### src/rtl/pc_pkg.sv
// Shared constants and types for the program-counter sequencer.
// Default widths/depths used by pc_seq and pc_ras.
package pc_pkg;

    localparam int unsigned DEF_PC_W       = 16;
    localparam int unsigned DEF_RAS_DEPTH  = 4;
    localparam int unsigned DEF_PROG_CNT_W = 2;

    typedef logic [DEF_PC_W-1:0] pc_t;

endpackage

### src/rtl/pc_ras.sv
// Return-address stack for pc_seq: LIFO of return addresses with synchronous clear.
// Entry storage is never reset; only the stack pointer is.
module pc_ras
    import pc_pkg::*;
#(
    parameter int unsigned W     = DEF_PC_W,
    parameter int unsigned DEPTH = DEF_RAS_DEPTH
) (
    input  logic         clk,
    input  logic         reset,
    input  logic         clr,
    input  logic         push,
    input  logic         pop,
    input  logic [W-1:0] din,
    output logic [W-1:0] dout,
    output logic         empty,
    output logic         full
);

    localparam int unsigned IdxW = $clog2(DEPTH);
    localparam int unsigned SpW  = $clog2(DEPTH + 1);
    localparam logic [SpW-1:0]  SpOne  = SpW'(1);
    localparam logic [IdxW-1:0] IdxOne = IdxW'(1);

    logic [W-1:0]    mem_q [2**IdxW];
    logic [SpW-1:0]  sp_q = '0;
    logic [SpW-1:0]  sp_d;
    logic [IdxW-1:0] top_idx;

    assign empty = (sp_q == '0);
    assign full  = (sp_q == SpW'(DEPTH));

    // Low index bits wrap correctly even when sp == DEPTH is a power of two.
    assign top_idx = sp_q[IdxW-1:0] - IdxOne;
    assign dout    = mem_q[top_idx];

    always_comb begin
        sp_d = sp_q;
        if (clr) begin
            sp_d = '0;
        end else if (pop && !empty) begin
            sp_d = sp_q - SpOne;
        end else if (push && !full) begin
            sp_d = sp_q + SpOne;
        end
    end

    always_ff @(posedge clk) begin
        if (reset) begin
            sp_q <= '0;
        end else begin
            sp_q <= sp_d;
        end
    end

    always_ff @(posedge clk) begin
        if (push && !full) begin
            mem_q[sp_q[IdxW-1:0]] <= din;
        end
    end

endmodule

### src/rtl/pc_seq.sv
// Program-counter sequencer: sequential step, relative/absolute jumps, call/return, program index.
// Define PC_SEQ_RAS_EN to build in the return-address stack; otherwise call = jump_abs, ret = PC+1.
module pc_seq
    import pc_pkg::*;
#(
    parameter int unsigned PC_W       = DEF_PC_W,
    parameter int unsigned RAS_DEPTH  = DEF_RAS_DEPTH,
    parameter int unsigned PROG_CNT_W = DEF_PROG_CNT_W
) (
    input  logic                  clk,
    input  logic                  reset,
    input  logic                  init,
    input  logic                  jump_rel,
    input  logic                  jump_abs,
    input  logic                  call,
    input  logic                  ret,
    input  logic                  done,
    input  logic [PC_W-1:0]       target,
    output logic [PC_W-1:0]       PC,
    output logic [PROG_CNT_W-1:0] prog_id,
    output logic                  ras_empty,
    output logic                  ras_full,
    output logic                  ras_err
);

    if (RAS_DEPTH < 2 || RAS_DEPTH > 16) begin : g_bad_depth
        $error("pc_seq: RAS_DEPTH must be in 2..16");
    end

    localparam logic [PC_W-1:0]       PcOne   = PC_W'(1);
    localparam logic [PROG_CNT_W-1:0] ProgOne = PROG_CNT_W'(1);

    // Power-up values let the block run without an initial reset pulse.
    logic [PC_W-1:0]       pc_q   = '0;
    logic [PC_W-1:0]       pc_d;
    logic [PROG_CNT_W-1:0] prog_q = '0;
    logic [PROG_CNT_W-1:0] prog_d;
    logic [PC_W-1:0]       pc_inc;

    assign pc_inc  = pc_q + PcOne;
    assign PC      = pc_q;
    assign prog_id = prog_q;

`ifdef PC_SEQ_RAS_EN
    logic            ras_push;
    logic            ras_pop;
    logic            ras_clr;
    logic [PC_W-1:0] ras_top;
    logic            err_q = 1'b0;
    logic            err_d;

    pc_ras #(
        .W     (PC_W),
        .DEPTH (RAS_DEPTH)
    ) u_ras (
        .clk   (clk),
        .reset (reset),
        .clr   (ras_clr),
        .push  (ras_push),
        .pop   (ras_pop),
        .din   (pc_inc),
        .dout  (ras_top),
        .empty (ras_empty),
        .full  (ras_full)
    );

    assign ras_err = err_q;

    always_ff @(posedge clk) begin
        if (reset) begin
            err_q <= 1'b0;
        end else begin
            err_q <= err_d;
        end
    end
`else
    assign ras_empty = 1'b1;
    assign ras_full  = 1'b0;
    assign ras_err   = 1'b0;
`endif

    always_comb begin
        pc_d   = pc_q;
        prog_d = prog_q;
`ifdef PC_SEQ_RAS_EN
        err_d    = err_q;
        ras_push = 1'b0;
        ras_pop  = 1'b0;
        ras_clr  = 1'b0;
`endif
        if (!init) begin
            if (done) begin
                prog_d = prog_q + ProgOne;
            end
`ifdef PC_SEQ_RAS_EN
            ras_clr = done;
            if (ret) begin
                if (ras_empty) begin
                    pc_d  = pc_inc;
                    err_d = 1'b1;
                end else begin
                    pc_d    = ras_top;
                    ras_pop = 1'b1;
                end
            end else if (call) begin
                pc_d = target;
                if (ras_full) begin
                    err_d = 1'b1;
                end else begin
                    ras_push = 1'b1;
                end
            end else
`else
            if (ret) begin
                pc_d = pc_inc;
            end else if (call) begin
                pc_d = target;
            end else
`endif
            if (jump_rel) begin
                pc_d = pc_q + target;
            end else if (jump_abs) begin
                pc_d = target;
            end else begin
                pc_d = pc_inc;
            end
        end
    end

    always_ff @(posedge clk) begin
        if (reset) begin
            pc_q   <= '0;
            prog_q <= '0;
        end else begin
            pc_q   <= pc_d;
            prog_q <= prog_d;
        end
    end

endmodule

### config.mk
export PLATFORM = sky130hd
export DESIGN_NAME = pc_seq
export DESIGN_NICKNAME = d
export VERILOG_FILES = /design/src/rtl/pc_pkg.sv /design/src/rtl/pc_ras.sv /design/src/rtl/pc_seq.sv
export SDC_FILE = /design/constraint.sdc
export NUM_CORES = 1
export LEC_CHECK = 0
export CELL_PAD_IN_SITES_DETAIL_PLACEMENT = 1
export CELL_PAD_IN_SITES_GLOBAL_PLACEMENT = 1
export CORE_ASPECT_RATIO = 0.5
export CORE_MARGIN = 2
export CORE_UTILIZATION = 38
export CTS_BUF_LIST = sky130_fd_sc_hd__clkbuf_4 sky130_fd_sc_hd__clkbuf_8
export DETAILED_ROUTE_END_ITERATION = 10
export PLACE_DENSITY = 0.91
export RECOVER_POWER = 25
export SYNTH_ARGS = -nofsm -noshare
export SYNTH_HDL_FRONTEND = slang
export SYNTH_SLANG_ARGS = --single-unit
### constraint.sdc
create_clock -name clk -period 2.5 [get_ports clk]
set_input_delay 0.375 -clock clk [delete_from_list [all_inputs] [get_ports clk]]
set_output_delay 0.375 -clock clk [all_outputs]
set_load 0.02 [all_outputs]
; Yosys cells after proc, flatten, opt, wreduce, memory -nomap -nowiden
; Cells that the tools add are included.
[classes]
multipliers = 0
magnitude_cmp = 0
eq_ne = 0
mux = 4
n_reduce_logical = 1
div = 0
n_addsub = 3
n_shift = 0
n_bitwise = 1
[op_table]
columns = op, count
row1 = two-way mux 16 bit, 4
row2 = adder 16 x 1 -> 16 bit (second input constant), 1
row3 = adder 16 bit, 1
row4 = adder 2 x 1 -> 2 bit (second input constant), 1
row5 = AND reduction 2 bit, 1
row6 = inverter 1 bit, 1
[word_totals]
mem_count = 0
output_inout_bits = 21
regBits = 18
ramBits = 0
latchBits = 0
romBits = 0
wordCells = 11

; Depth between registers and ports, before layout
; Gate-level depths: netlist of run 1.
[depth]
depth_word = 5
ltp_mapped = 9
ltp_nobuf = 9

; Least setup slack after synthesis of run 1
; No wires, ideal clock.
[synth_path]
path_kind = register to register
startpoint = reg pc_q[0], in the netlist PC[0]
endpoint = reg pc_q[14], in the netlist PC[14]
setup_ps = 120
path_buffers = 0
setup_slack_ps = 159
t_arrival_ps = 2221
stages_incl_launch_ff = 10
period_less_slack_ps = 2341
path_cell_list = dfxtp_1 ha_1 fa_1 a21oi_1 o211ai_2 a211oi_2 o31ai_1 a211oi_2 nor4_1 a211o_1
[synth_between]
elab_chain_len = 5
word_cells_on_any_way = 6
cone_classes = add/sub: 2 / mux: 4
[synth_lines]
columns = item, line
row1 = "start, declared", pc_seq.sv:34  ; logic [PC_W-1:0] pc_q = '0;
row2 = "start signal, assigned", pc_seq.sv:135  ; pc_q <= pc_d;
row3 = adder 16 x 1 -> 16 bit, pc_seq.sv:40  ; assign pc_inc = pc_q + PcOne;
row4 = two-way mux 16 bit, pc_seq.sv:122  ; end else if (jump_abs) begin
row5 = two-way mux 16 bit, pc_seq.sv:120  ; if (jump_rel) begin
row6 = two-way mux 16 bit, pc_seq.sv:116  ; end else if (call) begin
row7 = two-way mux 16 bit *, pc_seq.sv:114  ; if (ret) begin
; Every way passes the cells marked *; elsewhere a longest branch is shown, timed or not.
; A chain may end at the register's enable or synchronous reset.

; Final worst setup path of run 1
[layout_path]
startpoint = in target[8]
endpoint = reg pc_q[11], in the netlist PC[11]
[layout_between]
elab_chain_len = 4
[layout_lines]
columns = item, line
row1 = "start, declared", pc_seq.sv:18  ; input logic [PC_W-1:0] target,
row2 = adder 16 bit, pc_seq.sv:121  ; pc_d = pc_q + target;
row3 = two-way mux 16 bit, pc_seq.sv:120
row4 = two-way mux 16 bit, pc_seq.sv:116
row5 = two-way mux 16 bit, pc_seq.sv:114
; No other way between the ends.

==> results of run 1 <==
[cells by family after synthesis]
logic type / count (synthesis) / share of synthesized area [%]
adders and majority gates: 17 / 9.989
and+or+nand+nor: 115 / 25.65
AOI/OAI and AO/OA: 101 / 32.29
DFF: 18 / 16.35
buffers and inverters: 26 / 5.051
muxes: 4 / 1.986
xor gates and xnor gates: 21 / 8.343
other: 2 / 0.3406
[power by group]
group          internal, mW  switching, mW  total (mW)
Combinational         0.283          0.361       0.645
Sequential            0.309         0.0368       0.345
Clock                 0.141          0.134       0.275
Total                 0.733          0.532        1.27
[worst min-delay path, stage by stage, from the launching register on]
cell                      delay, ns
sky130_fd_sc_hd__dfxtp_1       0.35
sky130_fd_sc_hd__xor2_1        0.07
sky130_fd_sc_hd__nor2_1        0.09
[stage by stage]
step / util (%) / setup TNS [ns]
final: 55.59 / -0.05998
after detailed placement: 52.81 / -3.782
after CTS: 54.80 / 0
after floorplan: - / 0
after global placement: 52.81 / -2.040
after global routing: 55.59 / -0.3246
[layer usage]
layer,vias up,share of wire [%],global-route usage (%),wire length [um]
met4,0,8.6,19.40,1014
met5,-,0,0,0
met1,1477,36,35.80,4294
met2,266,45,56.10,5332
li1,1284,-,-,-
met3,127,10,5.649,1191
[timing repair]
item	in CTS	in global routing
setup endpoints to repair	9	7
endpoints found under the hold margin	0	0
resized for setup	9	5
pin swaps	12	2
buffers inserted	4	1
[final cells by class]
class	count	area, um^2	area share [%]
inverter	11	41.29	1.341
timing repair buffer	84	730.7	23.73
tap	73	91.34	2.966
sequential	18	360.3	11.70
multi-input combinational	261	1800	58.47
clock buffer	4	55.05	1.788
[state kept, by name, summed over array words and instances, names as in the netlist]
signal / count
PC: 16
prog_id: 2
[layout by cell type, fill, tap and decap left out, types with 4 or more instances in the layout]
cell type                         count
sky130_fd_sc_hd__nor4_1               4
sky130_fd_sc_hd__inv_1               10
sky130_fd_sc_hd__nor2_1              34
sky130_fd_sc_hd__nand2_1             28
sky130_fd_sc_hd__clkbuf_8             4
sky130_fd_sc_hd__and3_1               4
sky130_fd_sc_hd__nor3_1               4
sky130_fd_sc_hd__o21ai_0              9
sky130_fd_sc_hd__dfxtp_1             18
sky130_fd_sc_hd__a211oi_1             5
sky130_fd_sc_hd__or2_2                4
sky130_fd_sc_hd__buf_4               43
sky130_fd_sc_hd__nand3_1             13
sky130_fd_sc_hd__ha_1                13
sky130_fd_sc_hd__o22ai_1              8
sky130_fd_sc_hd__nand2b_1             4
sky130_fd_sc_hd__a21oi_1             18
sky130_fd_sc_hd__xnor2_1             13
sky130_fd_sc_hd__a31oi_1              4
sky130_fd_sc_hd__a22oi_1              5
sky130_fd_sc_hd__a21o_1               9
sky130_fd_sc_hd__nand4_1              4
sky130_fd_sc_hd__clkdlybuf4s50_1     32
sky130_fd_sc_hd__a221oi_1             6
sky130_fd_sc_hd__xor2_1               8
sky130_fd_sc_hd__o221ai_1             5
sky130_fd_sc_hd__dlygate4sd3_1        7
[how the worst max path moves through the flow]
| stage | startpoint | end | slack [ns] | cells past startpoint |
|---|---|---|---|---|
| after detailed placement | target[0] | PC[14] | -0.56 | 10 |
| final | target[8] | PC[11] | -0.05 | 10 |
| after CTS | target[4] | PC[14] | 0.05 | 9 |
| after floorplan | PC[0] | PC[14] | 0.16 | 9 |
| after global placement | target[0] | PC[14] | -0.42 | 10 |
| after global routing | target[1] | PC[11] | -0.14 | 11 |
==> impl_results.md, run 1 <==
- Total gr overflow: 0
- Average cell area after synthesis: approximately 7.3 um^2
- Horizontal die dimension: between 100 and 150 um
- Hold violation count in the final report: 0
- Final period util: 102.1%
- Number of input and output port buffers inserted: a little over 40
- Critical path launch point type: input pin
- Fin crit period: ~2.6 ns
- Min-Delay Endpoint: prog_id[1]
- Critical R2R Launch: PC[1]
- Number of pins exceeding their max-slew limit in the final report: 0
- Count leader, synth: sky130_fd_sc_hd__nor2_1
- Total of warnings raised by yosys: 0
- Core Region: approximately 5500 um^2
- Total chip power: 1.265 mW
- Finished Cell Area: 3079 um^2
- DP Cell Count: about 440
- Result of the run: finished with violations
- First-pass GRT wire length: around 16000 um
- Maximum clock skew at final layout: roughly 0.012 ns
- Clock slew at reported path FFs: 0.09 ns
- Number of routed nets with antenna violations: 0
- Overall fraction of global-route tracks in use: 31.35%
- Max-slew headroom at the worst pin: just over 60%
- Area share of the largest cell type after synthesis: between 10% and 20%
- Number of H-tree branching levels: 1
- Via density per instance: between 6 and 7
- Commonest cells in the synthesized netlist: sky130_fd_sc_hd__nor2_1 (35), sky130_fd_sc_hd__nand2_1 (28), sky130_fd_sc_hd__a21oi_1 (20), sky130_fd_sc_hd__dfxtp_1 (18), sky130_fd_sc_hd__ha_1 (16)
- Row Count: 19
- Predominant post-synthesis flop cell: sky130_fd_sc_hd__dfxtp_1
- # diodes: 0
- Worst IR Drop VDD: approximately 0.26 mV
- Total buffers and inverters traversed by the critical path: 2
- Area of the die: about 6500 um^2
- Slowest stage cell, crit path: sky130_fd_sc_hd__clkdlybuf4s50_1
- Count of cells along the worst hold path: 2
- CTS tree: done
- Maximum capacitance violations: 0
- Initial Util: around two fifths
- Worst slack at placement: -0.5630 ns
- Maximum buffer depth of the clock tree: 2
- Final Routed Wirelength: ~12000 um
- Gate Count Post-Synth: between 300 and 400
- Post-synth design cell area: roughly 2200 um^2
- Number of sinks driven by the clock tree: 18
- Layout cell share with drive strength beyond 1: about a fifth
- Post-synthesis register bit count: 18
- Worst-path maximum fanout: 2
- Slew at the pin closest to its max-slew limit: 0.5731 ns
- Initial antenna violation count: 0
- # hold bufs at CTS: 0
- Hold Path Class: flip-flop to flip-flop
- Non-filler cells in the finished layout: 451
- Leakage power: roughly 1.3 nW
- Number of global-route vias before repair: 3073
- CP Class: input pin to flip-flop
- Critical Path End Type: flip-flop
- Vert. Die Dim: roughly 58 um
- Synth-to-Final Area Change: 39.67%
- Count of unique library cells instantiated by Yosys: 64
- Clock Root Buffer: sky130_fd_sc_hd__clkbuf_8
- FFs w/ async S/R, synth: 0%
- DPL Wire Length: approximately 7300 um
- Routed vias: 3154
- Largest area contributor in the netlist: sky130_fd_sc_hd__dfxtp_1
- Number of filler cells placed in the layout: 706
- Remaining DRCs: 0
- Critical Path Max Stage Delay: 0.46 ns
- Register-to-register setup slack: -0.01 ns
- Violations in the final reports: negative setup slack
- Dominant cells by area after synthesis: sky130_fd_sc_hd__dfxtp_1 (16%), sky130_fd_sc_hd__ha_1 (9.1%), sky130_fd_sc_hd__nor2_1 (6.0%)
- Highest attainable clock frequency: roughly 390 MHz
- Cells along the critical path: clkdlybuf4s50_1 > ha_1 > a21o_1 > a21o_1 > a21o_1 > a31oi_1 > buf_4 > xnor2_1 > a21oi_1 > nor3_1
- Worst Hold Margin: between 0.5 and 0.6 ns
- Final #Nets: 420
- Number of clock buffers inserted by TritonCTS: 3
- Area of placed instances: about 2900 um^2
- Arrival time worst endpoint: 2.73 ns
- Portion of the post-synthesis area used by sequential elements: between 10% and 20%
- Worst-case setup margin in the final layout: -0.05316 ns
- R2r endpoint: PC[11]
- Weighted congestion reported at the end of routability-driven placement: between 0.8 and 0.9
- Power per standard cell area: approximately 410 nW/um^2
- Routed wire length per instance: 26.24 um
- Number of setup violations in the final report: 2
- Total iterations of the first detailed-routing run: 7
- Post-synth EDFFs: 0
- Cell family contributing the most delay on the critical path: compound AO/OA/AOI/OAI gates
- Hold path startpoint: prog_id[1]
- Count of pins on the block boundary: 45
- Worst-Skew Late Latency: about 0.28 ns
- Largest net degree at the start of global routing: 24
- Number of cells traversed by the worst register-to-register path: 9
- CP dominant cell by count: sky130_fd_sc_hd__a21o_1
- Worst path required time: around 2.7 ns
- Count of routing violations after the opening detailed-route iteration: ~240
Power figures use the tool's default switching activity.
==> inputs of run 2 (changes only) <==
Settings changed: CORE_UTILIZATION 38 to 48, DONT_BUFFER_PORTS set to 1, PLACE_DENSITY 0.91 to 0.92.
==> run 2 against run 1 <==
Effect of this change:
- register-to-register slack improved by 0.09 ns
- non-clock buffer count decreased by 70
- clock power decreased by 2%
- setup slack improved by 0.13 ns
- the run now ends clean
- largest power group unchanged
==> impl_results.md, run 2 (synthesized netlist as in run 1, its figures left out) <==
- Result of the run: finished clean
- Count of pins on the block boundary: 45 (unchanged)
- Core Region: 4403 um^2 (-21%)
- Net switching power figure: 0.4156 mW (-22%)
- Row Count: 17 (-2)
- CTS tree: done
- Maximum clock skew at final layout: 0.008895 ns (-0.003293 ns)
- Clock Root Buffer: sky130_fd_sc_hd__clkbuf_8
- Synth-to-Final Area Change: 8.116%
- Number of H-tree branching levels: 1 (unchanged)
- Hold Path Class: input pin to flip-flop
- Layout cell share with drive strength beyond 1: 12.01% (-7.6 points)
- Critical path launch point type: flip-flop
- Number of routed nets with antenna violations: 0 (unchanged)
- Number of clock buffers inserted by TritonCTS: 3 (unchanged)
- Commonest cells after routing, fill and taps aside: sky130_fd_sc_hd__nor2_1 (35), sky130_fd_sc_hd__nand2_1 (28), sky130_fd_sc_hd__a21oi_1 (19)
- Horizontal die dimension: 99.85 um (-11%)
- Setup repair after global routing missed its margin: yes
- Count of routing violations after the opening detailed-route iteration: 206 (-13%)
- Initial antenna violation count: 0 (unchanged)
- Leakage power: 0.9727 nW (-25%)
- # diodes: 0 (unchanged)
- Clock group share of total power: 25.9% (+4.1 points)
- Post-CTS repair timing setup buffer count: 0 (-4)
- Number of filler cells placed in the layout: 580 (-18%)
- Total gr overflow: 0 (unchanged)
- Remaining DRCs: 0 (unchanged)
- Hold violation count in the final report: 0 (unchanged)
- Routed vias: 2573 (-18%)
- Final Routed Wirelength: 8417 um (-29%)
- Count of cells along the worst hold path: 1 (-1)
- Weighted congestion reported at the end of routability-driven placement: 0.9176 (+6.9%)
- Worst-path maximum fanout: 8 (+6)
- Number of sinks driven by the clock tree: 18 (unchanged)
- DPL Wire Length: 6171 um (-15%)
- Worst-Skew Late Latency: 0.27 ns (about the same)
- Final period util: 96.82% (-5.3 points)
- Largest net degree at the start of global routing: 25 (+4.2%)
- Number of global-route vias before repair: 2576 (-16%)
- Slew at the pin closest to its max-slew limit: 0.6732 ns (+0.1001 ns)
- Final #Nets: 350 (-17%)
- Worst IR Drop VDD: 0.2140 mV (-17%)
- Maximum buffer depth of the clock tree: 2 (unchanged)
- End-of-flow core utilization: 54.13% (-1.5 points)
- Number of setup violations in the final report: 0 (-2)
- Total chip power: 1.037 mW (-18%)
- Vert. Die Dim: 51.92 um (-10%)
- Internal cell power: 0.6214 mW (-15%)
- Initial Util: 50.07% (+10 points)
- Arrival time worst endpoint: 2.62 ns (-0.11 ns)
- Combinational group share of total power: 41.1% (-9.8 points)
- CP Class: flip-flop to flip-flop
- Number of cells traversed by the worst register-to-register path: 9 (unchanged)
- Via density per instance: 7.049 (+0.80%)
- Max FFs per register: 16 (unchanged)
- Most common cell after layout, fill and taps aside: sky130_fd_sc_hd__nor2_1
- Number of input and output port buffers inserted: 0 (-100%)
- Overall fraction of global-route tracks in use: 32.12% (+0.77 points)
- Clock slew at reported path FFs: 0.09 ns (about the same)
- First-pass GRT wire length: 12850 um (-19%)
- Net switching fraction of the power: 40.08% (-2.0 points)
- Fin crit period: 2.421 ns (-0.1326 ns)
- Number of pins exceeding their max-slew limit in the final report: 0 (unchanged)
- Maximum capacitance violations: 0 (unchanged)
- Critical Path End Type: flip-flop
- Highest attainable clock frequency: 413.1 MHz (+5.5%)
- Total iterations of the first detailed-routing run: 5 (-2)
- Max-slew headroom at the worst pin: 54.65% (-7.0 points)
- Finished Cell Area: 2384 um^2 (-23%)
- Area of the die: 5184 um^2 (-20%)
- Flop pwr share: 33.0% (+5.7 points)
- Power per standard cell area: 435.1 nW/um^2 (+5.9%)
- Area of placed instances: 2315 um^2 (-21%)
- Routed wire length per instance: 23.06 um (-12%)
- Worst path required time: 2.70 ns (+0.02 ns)
run 2: cell count changes in the layout (fill, tap and decap cells not counted), sizes merged:
cell           before  now
clkdlybuf4s50      32    0
dlygate4sd2         2    0
buf                43   11
dlygate4sd3         7    0
clkbuf              4    7
run 2: critical path: stages, from the launching register on:
cell and delay (ns):
sky130_fd_sc_hd__dfxtp_1 0.38, sky130_fd_sc_hd__buf_4 0.20, sky130_fd_sc_hd__ha_1 0.21, sky130_fd_sc_hd__nand3_1 0.16, sky130_fd_sc_hd__nor2_2 0.45, sky130_fd_sc_hd__nand3_1 0.25, sky130_fd_sc_hd__xor2_1 0.19, sky130_fd_sc_hd__a211oi_1 0.30
sky130_fd_sc_hd__a211oi_1 0.08, sky130_fd_sc_hd__o22ai_1 0.14
run 2: worst paths after layout:
path | from | end | slack [ns]
worst max register to register | PC[1] | PC[8] | 0.08
worst max-delay path | PC[1] | PC[8] | 0.08
worst min register to register | prog_id[1] | prog_id[1] | 0.66
worst min-delay path | reset | PC[15] | 0.16
run 2: final cells by class:
type | count | area [um^2] | share of cell area, %
Clock buffer | 4 | 55.05 | 2.310
Inverter | 11 | 41.29 | 1.732
Multi-Input combinational cell | 261 | 1762 | 73.91
Sequential cell | 18 | 360.3 | 15.12
Tap cell | 57 | 71.32 | 2.992
Timing Repair Buffer | 14 | 93.84 | 3.937
run 2: power groups by stage:
stage	registers [mW]	logic, mW	clock network [mW]
after floorplan	0.370	0.294	0
after global placement	0.346	0.380	0
after detailed placement	0.348	0.404	0
after CTS	0.342	0.411	0.260
after global routing	0.345	0.459	0.274
final	0.342	0.426	0.269
run 2: metrics by stage:
stage	hold WS, ns	std cells	setup slack, ns	TNS [ns]
floorplan	0.5894	305	0.1590	0
finish	0.1624	365	0.07944	0
global route	0.1623	365	-0.04037	-0.04037
CTS	0.1689	365	0.03905	0
detailed placement	0.4501	361	-0.08582	-0.08582
global placement	0.4473	361	0.03294	0
run 2: what timing repair did:
item | 4_1_cts | 5_1_grt
hold buffers | 0 | 0
pin swaps | 0 | 3
hold endpoints to repair | 0 | 0
setup endpoints to repair | 1 | 2
gates resized for setup | 1 | 4
run 2: metal layers:
metal	part of all wire, %	GRT usage (%)
met4	2.7	10.27
met2	48	58.45
met5	0	0
met1	40	37.75
met3	9.1	8.065
==> inputs of run 3 (changes only) <==
Settings changed: CORE_UTILIZATION 48 to 51, PLACE_DENSITY 0.92 to 0.95.
Clock period 2.5 ns to 2.9 ns, I/O delays scaled along.
==> run 3 against run 2 <==
Effect of this change:
- combinational power down 24%
- setup slack better by 0.29 ns
- register-to-register slack better by 0.29 ns
- clock power down 16%
- sequential cell count unchanged
- sequential share of layout area up 0.59 points
- critical path type unchanged
- largest cell class unchanged
- highest routed layer unchanged
==> impl_results.md, run 3 (synthesized netlist as in run 1, its figures left out) <==
- Cell family contributing the most delay on the critical path: compound AO/OA/AOI/OAI gates
- Layout cell share with drive strength beyond 1: 7.973% (-4.0 points)
- Total buffers and inverters traversed by the critical path: 0 (-1)
- Vert. Die Dim: 50.49 um (-2.8%)
- Max-slew headroom at the worst pin: 56.36% (+1.7 points)
- Number of H-tree branching levels: 1 (unchanged)
- Critical Path End Type: flip-flop
- Critical Path Max Stage Delay: 0.41 ns (-0.04 ns)
- Worst-path maximum fanout: 3 (-5)
- Count of pins on the block boundary: 45 (unchanged)
- Synth-to-Final Area Change: 4.086%
- DP Cell Count: 351 (-2.8%)
- CP dominant cell by count: sky130_fd_sc_hd__a211oi_2
- Fin crit period: 2.526 ns (+0.1053 ns)
- Max FFs per register: 16 (unchanged)
- Horizontal die dimension: 96.98 um (-2.9%)
- Cells along the critical path: ha_1 > fa_1 > a21oi_1 > o211ai_2 > a211oi_2 > o31ai_1 > a211oi_2 > nor4_1 > a211o_1
- Leakage power: 0.9251 nW (-4.9%)
- Routed vias: 2436 (-5.3%)
- Initial antenna violation count: 0 (unchanged)
- Clock Root Buffer: sky130_fd_sc_hd__clkbuf_8
- Setup repair after global routing missed its margin: no
- Finished Cell Area: 2295 um^2 (-3.7%)
- Largest net degree at the start of global routing: 25 (unchanged)
- Worst path required time: 3.07 ns (+0.37 ns)
- Row Count: 16 (-1)
- Hold Path Class: input pin to flip-flop
- Worst-case setup margin in the final layout: 0.3741 ns (+0.2947 ns)
- Routed wire length per instance: 21.94 um (-4.8%)
- Overall fraction of global-route tracks in use: 32.64% (+0.52 points)
- Total negative setup slack: 0 ns (unchanged)
- Worst Hold Margin: 0.2226 ns (+0.06024 ns)
- Final Routed Wirelength: 7790 um (-7.4%)
- Final #Nets: 343 (-2.0%)
- CP Class: flip-flop to flip-flop
- Non-filler cells in the finished layout: 355 (-2.7%)
- PostCTS Resize Cnt: 0 (-1)
- Number of clock buffers inserted by TritonCTS: 3 (unchanged)
- Count of routing violations after the opening detailed-route iteration: 198 (-3.9%)
- Hold violation count in the final report: 0 (unchanged)
- Via density per instance: 6.862 (-2.7%)
- Most common cell after layout, fill and taps aside: sky130_fd_sc_hd__nor2_1
- Area of placed instances: 2258 um^2 (-2.4%)
- Final period util: 87.10% (-9.7 points)
- Number of pins exceeding their max-slew limit in the final report: 0 (unchanged)
- Number of filler cells placed in the layout: 523 (-9.8%)
- Number of input and output port buffers inserted: 0 (unchanged)
- Maximum clock skew at final layout: 0.006829 ns (-0.002066 ns)
- Initial Util: 54.79% (+4.7 points)
- Commonest cells after routing, fill and taps aside: sky130_fd_sc_hd__nor2_1 (35), sky130_fd_sc_hd__nand2_1 (28), sky130_fd_sc_hd__a21oi_1 (20)
- Number of routed nets with antenna violations: 0 (unchanged)
- Area of the die: 4897 um^2 (-5.5%)
- Clock slew at reported path FFs: 0.08 ns (about the same)
- Total gr overflow: 0 (unchanged)
- Worst slack at placement: 0.3106 ns (+0.3964 ns)
- Result of the run: finished clean
- Core Region: 4024 um^2 (-8.6%)
- Worst IR Drop VDD: 0.2163 mV (+1.1%)
- Number of sinks driven by the clock tree: 18 (unchanged)
- Number of setup violations in the final report: 0 (unchanged)
- Highest attainable clock frequency: 395.9 MHz (-4.2%)
- Post-CTS repair timing setup buffer count: 0 (unchanged)
- Total iterations of the first detailed-routing run: 5 (unchanged)
- Remaining DRCs: 0 (unchanged)
- CTS tree: done
- Number of global-route vias before repair: 2501 (-2.9%)
- Slew at the pin closest to its max-slew limit: 0.6477 ns (-0.02545 ns)
- DPL Wire Length: 5843 um (-5.3%)
- End-of-flow core utilization: 57.03% (+2.9 points)
- Worst-Skew Late Latency: 0.27 ns (about the same)
- # diodes: 0 (unchanged)
- Critical path launch point type: flip-flop
- Power per standard cell area: 374.1 nW/um^2 (-14%)
- Slowest stage cell, crit path: sky130_fd_sc_hd__fa_1
- Total chip power: 0.8585 mW (-17%)
- Arrival time worst endpoint: 2.69 ns (+0.07 ns)
- # hold bufs at CTS: 0 (unchanged)
- Weighted congestion reported at the end of routability-driven placement: 0.9247 (+0.77%)
- Maximum buffer depth of the clock tree: 2 (unchanged)
- Maximum capacitance violations: 0 (unchanged)
- First-pass GRT wire length: 12810 um (-0.37%)
==> run 3: changes by cell type in the layout (fill, tap and decap cells not counted) <==
cell and delta:
sky130_fd_sc_hd__buf_4 -9, sky130_fd_sc_hd__clkbuf_1 +2, sky130_fd_sc_hd__a21oi_1 +1, sky130_fd_sc_hd__a21oi_4 -1, sky130_fd_sc_hd__a31oi_1 +1, sky130_fd_sc_hd__a31oi_2 -1, sky130_fd_sc_hd__fa_1 +1, sky130_fd_sc_hd__fa_2 -1
sky130_fd_sc_hd__o31ai_1 +1, sky130_fd_sc_hd__o31ai_2 -1
==> run 3: per-layer routing <==
layer	global-route usage (%)	vias to the layer above	wire, um
met2	57.41	118	3707
met5	0	-	0
li1	-	1127	-
met1	40.71	1175	3288
met3	9.749	16	723
met4	5.634	0	70
==> run 3: worst reg2reg max path, cell delays in order (launching register included) <==
cell and delay (ns):
sky130_fd_sc_hd__dfxtp_1 0.33, sky130_fd_sc_hd__ha_1 0.22, sky130_fd_sc_hd__fa_1 0.41, sky130_fd_sc_hd__a21oi_1 0.29, sky130_fd_sc_hd__o211ai_2 0.16, sky130_fd_sc_hd__a211oi_2 0.26, sky130_fd_sc_hd__o31ai_1 0.16, sky130_fd_sc_hd__a211oi_2 0.29
sky130_fd_sc_hd__nor4_1 0.09, sky130_fd_sc_hd__a211o_1 0.22
==> run 3: final cells by class <==
type / instances / area (um^2) / area share, %
flip-flops and latches: 18 / 360.3 / 15.70
clock buffers: 4 / 55.05 / 2.399
multi-input cells: 261 / 1737 / 75.68
well taps: 54 / 67.56 / 2.944
repair buffers: 7 / 33.78 / 1.472
inverters: 11 / 41.29 / 1.799
==> run 3: path summary, 6_finish.rpt <==
check              from  slack [ns]  cells past startpoint  endpoint
hold / removal    reset        0.22                      1    PC[15]
setup / recovery  PC[0]        0.37                      9    PC[14]
setup reg to reg  PC[0]        0.37                      9    PC[14]
hold reg to reg   PC[1]        0.65                      2     PC[1]
==> run 3: power by group <==
| part | internal, mW | switching (mW) |
|---|---|---|
| clock | 0.121 | 0.104 |
| combinational | 0.135 | 0.189 |
| sequential | 0.266 | 0.0440 |
